## src/rtl/dcache_pkg.sv

```systemverilog
// Shared types for the data cache: FSM states, frame layout, flush-count address.
package dcache_pkg;

  typedef enum logic [3:0] {
    IDLE, WB0, WB1, LD0, LD1, FLUSH_CHK, FWB0, FWB1, FCNT, DONE
  } dcache_state_t;

  // Tag is kept as the address shifted right by 3+INDEX_W, zero-extended to
  // 32 bits, so the struct does not depend on the SETS parameter.
  typedef struct packed {
    logic             valid;
    logic             dirty;
    logic [31:0]      tag;
    logic [1:0][31:0] data;
  } dcache_frame_t;

  localparam logic [31:0] DCACHE_HITCNT_ADDR = 32'h0000_3100;

  // Rebuild a word address from a frame tag, index and word select.
  function automatic logic [31:0] blk_addr(input logic [31:0] tag, input logic [31:0] idx,
                                           input logic wsel, input int index_w);
    return (tag << (3 + index_w)) | (idx << 3) | {29'b0, wsel, 2'b00};
  endfunction

endpackage

```

## src/rtl/dcache_frame_array.sv

```systemverilog
// Frame storage: combinational read of one frame, one write port that can
// update the metadata (valid/dirty/tag) and/or one data word of that frame.
module dcache_frame_array
  import dcache_pkg::*;
#(
  parameter int SETS    = 16,
  parameter int INDEX_W = $clog2(SETS)
) (
  input  logic               CLK,
  input  logic               nRST,
  input  logic [INDEX_W-1:0] i_idx,
  output dcache_frame_t      o_frame,
  input  logic               i_wr_meta,
  input  logic               i_valid,
  input  logic               i_dirty,
  input  logic [31:0]        i_tag,
  input  logic               i_wr_word,
  input  logic               i_wsel,
  input  logic [31:0]        i_wdata
);

  dcache_frame_t r_frames [SETS];

  assign o_frame = r_frames[i_idx];

  // Reset invalidates every frame; otherwise apply the metadata and/or word write.
  always_ff @(posedge CLK, negedge nRST) begin
    if (!nRST) begin
      for (int i = 0; i < SETS; i++) r_frames[i] <= '0;
    end else begin
      if (i_wr_meta) begin
        r_frames[i_idx].valid <= i_valid;
        r_frames[i_idx].dirty <= i_dirty;
        r_frames[i_idx].tag   <= i_tag;
      end
      if (i_wr_word) r_frames[i_idx].data[i_wsel] <= i_wdata;
    end
  end

endmodule

```

## src/rtl/dcache.sv

```systemverilog
// Direct-mapped write-back, write-allocate data cache with flush-on-halt.
// Optional: define DCACHE_HITCNT_EN to count hit cycles and write the count
// to DCACHE_HITCNT_ADDR after the flush.
module dcache
  import dcache_pkg::*;
#(
  parameter int SETS      = 16,
  parameter int BLK_WORDS = 2
) (
  input  logic        CLK,
  input  logic        nRST,
  input  logic        dmemREN,
  input  logic        dmemWEN,
  input  logic [31:0] dmemaddr,
  input  logic [31:0] dmemstore,
  input  logic        halt,
  output logic        dhit,
  output logic [31:0] dmemload,
  output logic        flushed,
  output logic        dREN,
  output logic        dWEN,
  output logic [31:0] daddr,
  output logic [31:0] dstore,
  input  logic        dwait,
  input  logic [31:0] dload
);

  localparam int INDEX_W = $clog2(SETS);
  localparam int WSEL_W  = $clog2(BLK_WORDS);

  dcache_state_t      r_state, w_next;
  logic [31:0]        r_addr;
  logic [INDEX_W-1:0] r_fidx;
  logic [INDEX_W-1:0] w_idx, w_req_idx, w_miss_idx;
  logic [31:0]        w_req_tag, w_miss_tag;
  dcache_frame_t      w_frame;
  logic               w_req, w_hit;
  logic               w_wr_meta, w_valid, w_dirty, w_wr_word;
  logic [31:0]        w_tag, w_wdata;
  logic [WSEL_W-1:0]  w_wsel;
`ifdef DCACHE_HITCNT_EN
  logic [31:0]        r_hitcnt;
`endif

  assign w_req_tag  = dmemaddr >> (3 + INDEX_W);
  assign w_req_idx  = INDEX_W'(dmemaddr >> 3);
  assign w_miss_tag = r_addr >> (3 + INDEX_W);
  assign w_miss_idx = INDEX_W'(r_addr >> 3);
  assign w_req      = dmemREN | dmemWEN;
  assign w_hit      = (r_state == IDLE) && w_req && w_frame.valid && (w_frame.tag == w_req_tag);

  // Frame index: live request in IDLE, flush pointer while flushing, latched miss otherwise.
  always_comb begin
    case (r_state)
      IDLE:                   w_idx = w_req_idx;
      FLUSH_CHK, FWB0, FWB1:  w_idx = r_fidx;
      default:                w_idx = w_miss_idx;
    endcase
  end

  dcache_frame_array #(.SETS(SETS), .INDEX_W(INDEX_W)) u_frames (
    .CLK(CLK), .nRST(nRST), .i_idx(w_idx), .o_frame(w_frame),
    .i_wr_meta(w_wr_meta), .i_valid(w_valid), .i_dirty(w_dirty), .i_tag(w_tag),
    .i_wr_word(w_wr_word), .i_wsel(w_wsel), .i_wdata(w_wdata)
  );

  // Next state, datapath response, memory port and frame write controls.
  always_comb begin
    w_next    = r_state;
    dhit      = 1'b0;
    dmemload  = '0;
    flushed   = 1'b0;
    dREN      = 1'b0;
    dWEN      = 1'b0;
    daddr     = '0;
    dstore    = '0;
    w_wr_meta = 1'b0;
    w_valid   = w_frame.valid;
    w_dirty   = w_frame.dirty;
    w_tag     = w_frame.tag;
    w_wr_word = 1'b0;
    w_wsel    = '0;
    w_wdata   = '0;
    case (r_state)
      IDLE: begin
        if (w_hit) begin
          dhit = 1'b1;
          if (dmemREN) dmemload = w_frame.data[dmemaddr[2]];
          if (dmemWEN) begin
            w_wr_meta = 1'b1;
            w_dirty   = 1'b1;
            w_wr_word = 1'b1;
            w_wsel    = dmemaddr[2];
            w_wdata   = dmemstore;
          end
        end else if (halt) begin
          w_next = FLUSH_CHK;
        end else if (w_req) begin
          w_next = (w_frame.valid && w_frame.dirty) ? WB0 : LD0;
        end
      end
      WB0, FWB0: begin
        dWEN   = 1'b1;
        daddr  = blk_addr(w_frame.tag, 32'(w_idx), 1'b0, INDEX_W);
        dstore = w_frame.data[0];
        if (!dwait) w_next = (r_state == WB0) ? WB1 : FWB1;
      end
      WB1, FWB1: begin
        dWEN   = 1'b1;
        daddr  = blk_addr(w_frame.tag, 32'(w_idx), 1'b1, INDEX_W);
        dstore = w_frame.data[1];
        if (!dwait) begin
          if (r_state == WB1) begin
            w_next = LD0;
          end else begin
            w_next    = FLUSH_CHK;
            w_wr_meta = 1'b1;
            w_dirty   = 1'b0;
          end
        end
      end
      LD0, LD1: begin
        dREN  = 1'b1;
        daddr = blk_addr(w_miss_tag, 32'(w_idx), r_state == LD1, INDEX_W);
        if (!dwait) begin
          w_wr_word = 1'b1;
          w_wsel    = WSEL_W'(r_state == LD1);
          w_wdata   = dload;
          w_next    = LD1;
          if (r_state == LD1) begin
            w_wr_meta = 1'b1;
            w_valid   = 1'b1;
            w_dirty   = 1'b0;
            w_tag     = w_miss_tag;
            w_next    = IDLE;
          end
        end
      end
      FLUSH_CHK: begin
        if (w_frame.valid && w_frame.dirty) w_next = FWB0;
`ifdef DCACHE_HITCNT_EN
        else if (r_fidx == INDEX_W'(SETS - 1)) w_next = FCNT;
`else
        else if (r_fidx == INDEX_W'(SETS - 1)) w_next = DONE;
`endif
      end
`ifdef DCACHE_HITCNT_EN
      FCNT: begin
        dWEN   = 1'b1;
        daddr  = DCACHE_HITCNT_ADDR;
        dstore = r_hitcnt;
        if (!dwait) w_next = DONE;
      end
`endif
      DONE:    flushed = 1'b1;
      default: w_next = IDLE;
    endcase
  end

  // State register.
  always_ff @(posedge CLK, negedge nRST) begin
    if (!nRST) r_state <= IDLE;
    else       r_state <= w_next;
  end

  // Latch the miss address and step the flush pointer past clean frames.
  always_ff @(posedge CLK, negedge nRST) begin
    if (!nRST) begin
      r_addr <= '0;
      r_fidx <= '0;
    end else begin
      if (r_state == IDLE && (w_next == WB0 || w_next == LD0)) r_addr <= dmemaddr;
      if (r_state == FLUSH_CHK && w_next == FLUSH_CHK) r_fidx <= r_fidx + 1'b1;
    end
  end

`ifdef DCACHE_HITCNT_EN
  // Saturating count of hit cycles.
  always_ff @(posedge CLK, negedge nRST) begin
    if (!nRST)                        r_hitcnt <= '0;
    else if (dhit && r_hitcnt != '1)  r_hitcnt <= r_hitcnt + 32'd1;
  end
`endif

endmodule

```

## config.mk

```make
export PLATFORM = sky130hd
export DESIGN_NAME = dcache
export DESIGN_NICKNAME = d
export VERILOG_FILES = /design/src/rtl/dcache_pkg.sv /design/src/rtl/dcache_frame_array.sv /design/src/rtl/dcache.sv
export SDC_FILE = /design/constraint.sdc
export NUM_CORES = 2
export LEC_CHECK = 0
export CAP_MARGIN = 30
export CORE_ASPECT_RATIO = 0.75
export CORE_MARGIN = 2
export CORE_UTILIZATION = 40
export DETAILED_ROUTE_END_ITERATION = 12
export GPL_ROUTABILITY_DRIVEN = 0
export PLACE_DENSITY = 0.57
export REMOVE_ABC_BUFFERS = 1
export SYNTH_ARGS = -nofsm -noshare
export SYNTH_HDL_FRONTEND = slang
export SYNTH_SLANG_ARGS = --single-unit
```

## constraint.sdc

```tcl
create_clock -name CLK -period 9.08 [get_ports CLK]
set_clock_uncertainty 0.15 [all_clocks]
set_input_delay 2.724 -clock CLK [delete_from_list [all_inputs] [get_ports CLK]]
set_output_delay 2.724 -clock CLK [all_outputs]
set_load 0.05 [all_outputs]
```

; After elaboration in Yosys (flattened, before gate mapping)
; Cells that the tools add are included.
[op_classes]
n_addsub = 1
order_cmp = 5
eq_ne = 13
muxes = 75
bitwise = 5
n_reduce_logical = 15
[ops]
columns = op, count
row1 = $bwmux W1568, 4
row2 = $mux W1568, 2
row3 = $demux W98 S4, 4
row4 = $bmux W98 S4, 1
row5 = $mux W32, 12
row6 = $mux W98, 3
row7 = $pmux W32 S2, 2
row8 = $mux W97, 1
row9 = $mux W96, 1
row10 = $pmux W32 S3, 1
row11 = $mux W64, 1
row12 = $or A32 B7 Y32, 2
row13 = $demux W32 S1, 1
row14 = $eq A32 B25 Y1, 1
row15 = $mux W4, 8
row16 = $or A32 B3 Y32, 1
row17 = $mux W1, 24
row18 = $pmux W4 S6, 1
row19 = $eq A4 B3 Y1 const B, 5
row20 = $eq A4 B2 Y1 const B, 3
row21 = $mux W3, 3
row22 = $eq A4 B1 Y1 const B, 2
row23 = $eq A4 B4 Y1 const B, 2
row24 = $logic_and A1 B1 Y1, 8
row25 = other kinds (16), 21
[word_totals]
reg_bits = 1608
out_inout_bits = 100

; Logic depth before layout (Yosys ltp)
[logic_depth]
depth_word = 19
mapped_depth = 21

; By module
; Synthesis repeated with hierarchy kept, for this count alone.
[hier_totals]
cells_unflattened = 4724
hier_area_um2 = 73784.5
[modules_own_cells]
columns = module, n_inst, cells_per_inst, area_per_inst_um2, seq_area_each_um2
row1 = dcache_frame_array, 1, 4309, 69935.8, 39237.6
row2 = dcache, 1, 415, 3848.7, 925.9

; Worst setup path after synthesis
; No wires, ideal clock.
[synth_timing]
kind = input port to output port
startpoint = input port dmemaddr[4]
endpoint = output port dmemload[10]
t_arrival_ps = 6938
required_ps = 6206
slack_ps = -732
cell_stages = 15
path_buffers = 3
path_cell_list = or4b_1 a21oi_1 clkbuf_1 buf_1 mux2i_1 o211ai_1 a32oi_1 o211ai_1 nor3_1 nand3_1 nor4_1 and3_1 nand2_1 buf_1 nor2_1
[synth_between]
elab_chain_len = 10
[synth_rtl]
columns = element, line_no
row1 = "start, declared", dcache.sv:14  ; input logic [31:0] dmemaddr,
row2 = $pmux W4 S2 (*), dcache.sv:54  ; case (r_state)
row3 = $not A4 Y5 (not written as such) (*), dcache_frame_array.sv:24  ; assign o_frame = r_frames[i_idx];
row4 = $bmux W98 S4 (*), dcache_frame_array.sv:24
row5 = $mux W98 (not written as such) (*) (2 in series), dcache_frame_array.sv:24
row6 = "parallel branches: the longest is 3 deep, another holds $eq A32 B25 Y1", --
row7 = $mux W32 (*), dcache.sv:86  ; if (w_hit) begin
row8 = $mux W32 (*), dcache.sv:84  ; case (r_state)
row9 = "end, declared", dcache.sv:18  ; output logic [31:0] dmemload,
; Every way passes the cells marked *. The select of a mux whose other input is x is not followed.

; Worst setup path after layout
[layout_timing]
startpoint = input port dmemaddr[5]
endpoint = output port dmemload[29]
; The elaborated chain is that of the path after synthesis.

==> summary.md <==
| Metric | Value |
|---|---|
| Status | `finished with violations` |
| Failing checks | `negative setup slack` |
| Number of synthesized flops with an enable pin | `0` |
| Iteration-0 DRC Markers | `12100` |
| Worst Path Max Fanout | `8` |
| Syn Area/Cell | `9.25 µm²` |
| CTS Hold Bufs | `0` |
| Clock transition at path regs | `60 ps` |
| CP Capture Type | `output port` |
| Sequential fraction of the synthesis area | `50.9%` |
| Fraction of layout cells with a size suffix above 1 | `15.8%` |
| Hold depth | `1` |
| Area post-placement | `88000 µm²` |
| Maximum clock rate | `104 MHz` |
| Mapped Area | `78900 µm²` |
| Fin area | `95600 µm²` |
| CTS Sinks | `1605` |
| Die W | `517 µm` |
| Row cnt | `141` |
| Antenna cells | `0` |
| First-pass GRT wire length | `502000 µm` |
| Final setup violation count | `33` |
| Die height | `389 µm` |
| Final wirelength | `344000 µm` |
| Fin Hold WS | `345 ps` |
| Top Ports | `202` |
| DRC | `0` |
| Vias per inst | `6.67` |
| Total grt overflow | `0` |
| Synth unique cells | `91` |
| Least-Margin Pin Slew | `1030 ps` |
| Number of global-route vias before repair | `73000` |
| Mapped Cells | `8534` |
| Max-slew headroom | `31.2%` |
| Critical Path Source Type | `input pin` |
| Final Hold Vio Count | `0` |
| Largest net degree at the start of global routing | `178` |
| Core ar. | `197000 µm²` |
| Setup TNS | `-16620 ps` |
| Area added between synthesis and finish | `21.1%` |
| Period Utilization, post-route | `106%` |
| Fin worst setup slack | `-576 ps` |
| Register-to-register setup slack | `2440 ps` |
| Reg2Reg Depth | `20` |
| Gr usage total | `33.3%` |
| R2r endpoint | `u_frames.r_frames[973]` |
| Data arrival time of the worst path | `6780 ps` |
| Asr flop ratio synth | `100%` |
| Initial antenna violation count | `3` |
| Cts bufs inserted | `164` |
| Clk root buf | `clkbuf_16` |
| Max clock buf depth | `3` |
| CP required | `6210 ps` |
| Nets | `8764` |
| Vias | `76300` |
| Port Buffer Count | `197` |
| Unrepaired setup endpoints after global routing | `true` |
| Hold endpoint | `u_frames.r_frames[786]` |
| Beginning of the worst hold path | `u_frames.r_frames[786]` |
| Yosys reg bits | `1605` |
| Routed WL per cell | `30.1 µm` |
| Critical R2R Launch | `r_state[1]` |
| ANT nets after route | `0` |
| CTS H-Tree Depth | `4` |
| Pre-antenna DRT Iters | `6` |
| Clock latency on the worst-skew pair | `830 ps` |
| Prevailing post-synth register cell | `dfrtp_1` |
| Critical path class | `in2out` |
| Max-Cap Viols | `0` |
| HP Class | `reg2reg` |
| CTS tree | `yes` |
| Max Slew Vio Count | `0` |
| Ys Warns | `0` |
| Starting Density | `40.2%` |
| Die ar. | `201000 µm²` |
| Detail Placement HPWL | `194000 µm` |
| Final Critical Period | `9660 ps` |
[kinds of logic (layout without fill, tap and decap cells)]
logic type               after synthesis  count (layout)  share of synthesized area, %
AO/OA/AOI/OAI                       3400            3400                          27.9
XOR/XNOR                              23              23                         0.255
adder cells (fa/ha/maj)                1               1                        0.0159
buffers and inverters                991            1244                          5.23
flip-flops                          1605            1605                          50.9
multiplexers                         235             235                          3.11
other                                  1               2                       0.00475
AND/OR/NAND/NOR                     2278            2278                          12.6
[per-layer routing]
layer	part of all wire, %	GRT usage (%)
met5	0.0032	0
met4	4.6	14.3
met3	12	8.60
met2	43	47.6
met1	41	47.3
[sequential cells by signal (all words and copies together) (netlist names)]
register and flops:
u_frames.r_frames 1568, r_addr 29, r_fidx 4, r_state 4
[critical path, cell delays in order]
cell and delay (ps):
buf_8 100, or4b_4 200, buf_4 110, a21oi_2 60, buf_4 170, o211ai_4 440
buf_6 210, a2111oi_1 60, or4_4 580, nor4_4 340, buf_4 190, xnor2_2 120
and4_1 230, and2_4 210, and3_4 240, nand2_8 150, buf_16 290, nor2_4 160
buf_12 140
[cell type report]
| class | instances | area (µm²) |
|---|---|---|
| fill | 18200 | 101000 |
| sequential | 1605 | 40200 |
| multi-input combinational | 5939 | 36400 |
| timing repair buffer | 930 | 10200 |
| clock buffer | 240 | 4810 |
| tap | 2645 | 3310 |
| clock inverter | 53 | 652 |
| inverter | 21 | 80.1 |
[layout by cell type, fill, tap and decap left out, types with 17 or more instances in the layout]
master / instances
a21oi_1: 2126
dfrtp_1: 1603
nand2_1: 1159
buf_4: 585
nand3_1: 556
o32a_1: 519
nor2_1: 232
mux2i_1: 188
buf_12: 185
clkbuf_16: 169
a22o_1: 156
o21ai_0: 106
clkdlybuf4s50_1: 100
nor4_1: 59
a22oi_1: 58
nor2_4: 53
a221oi_1: 43
a221o_1: 41
clkbuf_8: 39
and3_1: 38
o211ai_1: 36
clkbuf_1: 36
clkinv_2: 27
mux2_1: 27
a21boi_0: 25
buf_6: 24
a2111oi_0: 22
nor3_1: 22
a21oi_2: 21
a21oi_4: 20
nor4_2: 20
nor3_2: 19
inv_1: 18
buf_16: 18
a32oi_1: 17
nand4_1: 17
[worst max path at each step]
stage               slack (ps)   startpoint                   end
finish                    -580  dmemaddr[5]          dmemload[29]
detailed placement       -1580  dmemaddr[6]          dmemload[29]
floorplan               -30960   r_state[3]  u_frames.r_frames[0]
global route              -590  dmemaddr[3]          dmemload[29]
global placement         -1610  dmemaddr[6]          dmemload[28]
CTS                       -530  dmemaddr[5]          dmemload[29]
[synth_stat cells, drive strengths merged (6+ instances only)]
cell type  count  area share [%]
a21oi       2167              14
dfrtp       1605              51
nand2       1165             5.5
clkbuf       681             3.2
nand3        573             3.6
o32a         519             6.6
buf          289             1.9
nor2         286             1.4
mux2i        188             2.4
a22o         156             1.7
o21ai        114            0.72
nor4          80            0.64
a22oi         59            0.57
a2111oi       58            0.68
a221oi        49            0.54
and3          43            0.34
mux2          43            0.61
a221o         41            0.52
nor3          41            0.26
o211ai        39            0.39
a211oi        27            0.27
a21boi        26            0.25
and2          24            0.19
a32oi         21            0.23
inv           18           0.086
nand4         17            0.13
o22ai         15            0.13
or3           14            0.11
xnor2         14            0.16
a211o         13            0.14
a31oi         11           0.087
o2111ai       10            0.11
xor2           9            0.10
and4           8           0.089
nor2b          7           0.055
o2111a         6           0.086
o211a          6           0.076
o31ai          6           0.063
o32ai          6           0.067
[through the flow]
stage,util (%),std cells,setup slack (ps)
global placement,44.7,11100,-1610
global route,48.6,11400,-587
detailed placement,44.8,11100,-1580
floorplan,-,7565,-30960
finish,48.6,11400,-576
CTS,48.2,11400,-527
[timing repair]
action / in CTS / in global routing
pin swaps: 58 / 37
endpoints found under the hold margin: 0 / 0
resized for setup: 207 / 105
gates cloned: 8 / 1
endpoints found under the setup margin: 69 / 57
setup buffers: 26 / 26
Power is left out: the tool's default activity adds up to more than one toggle a clock period on the data nets, which glitch-free logic cannot reach.
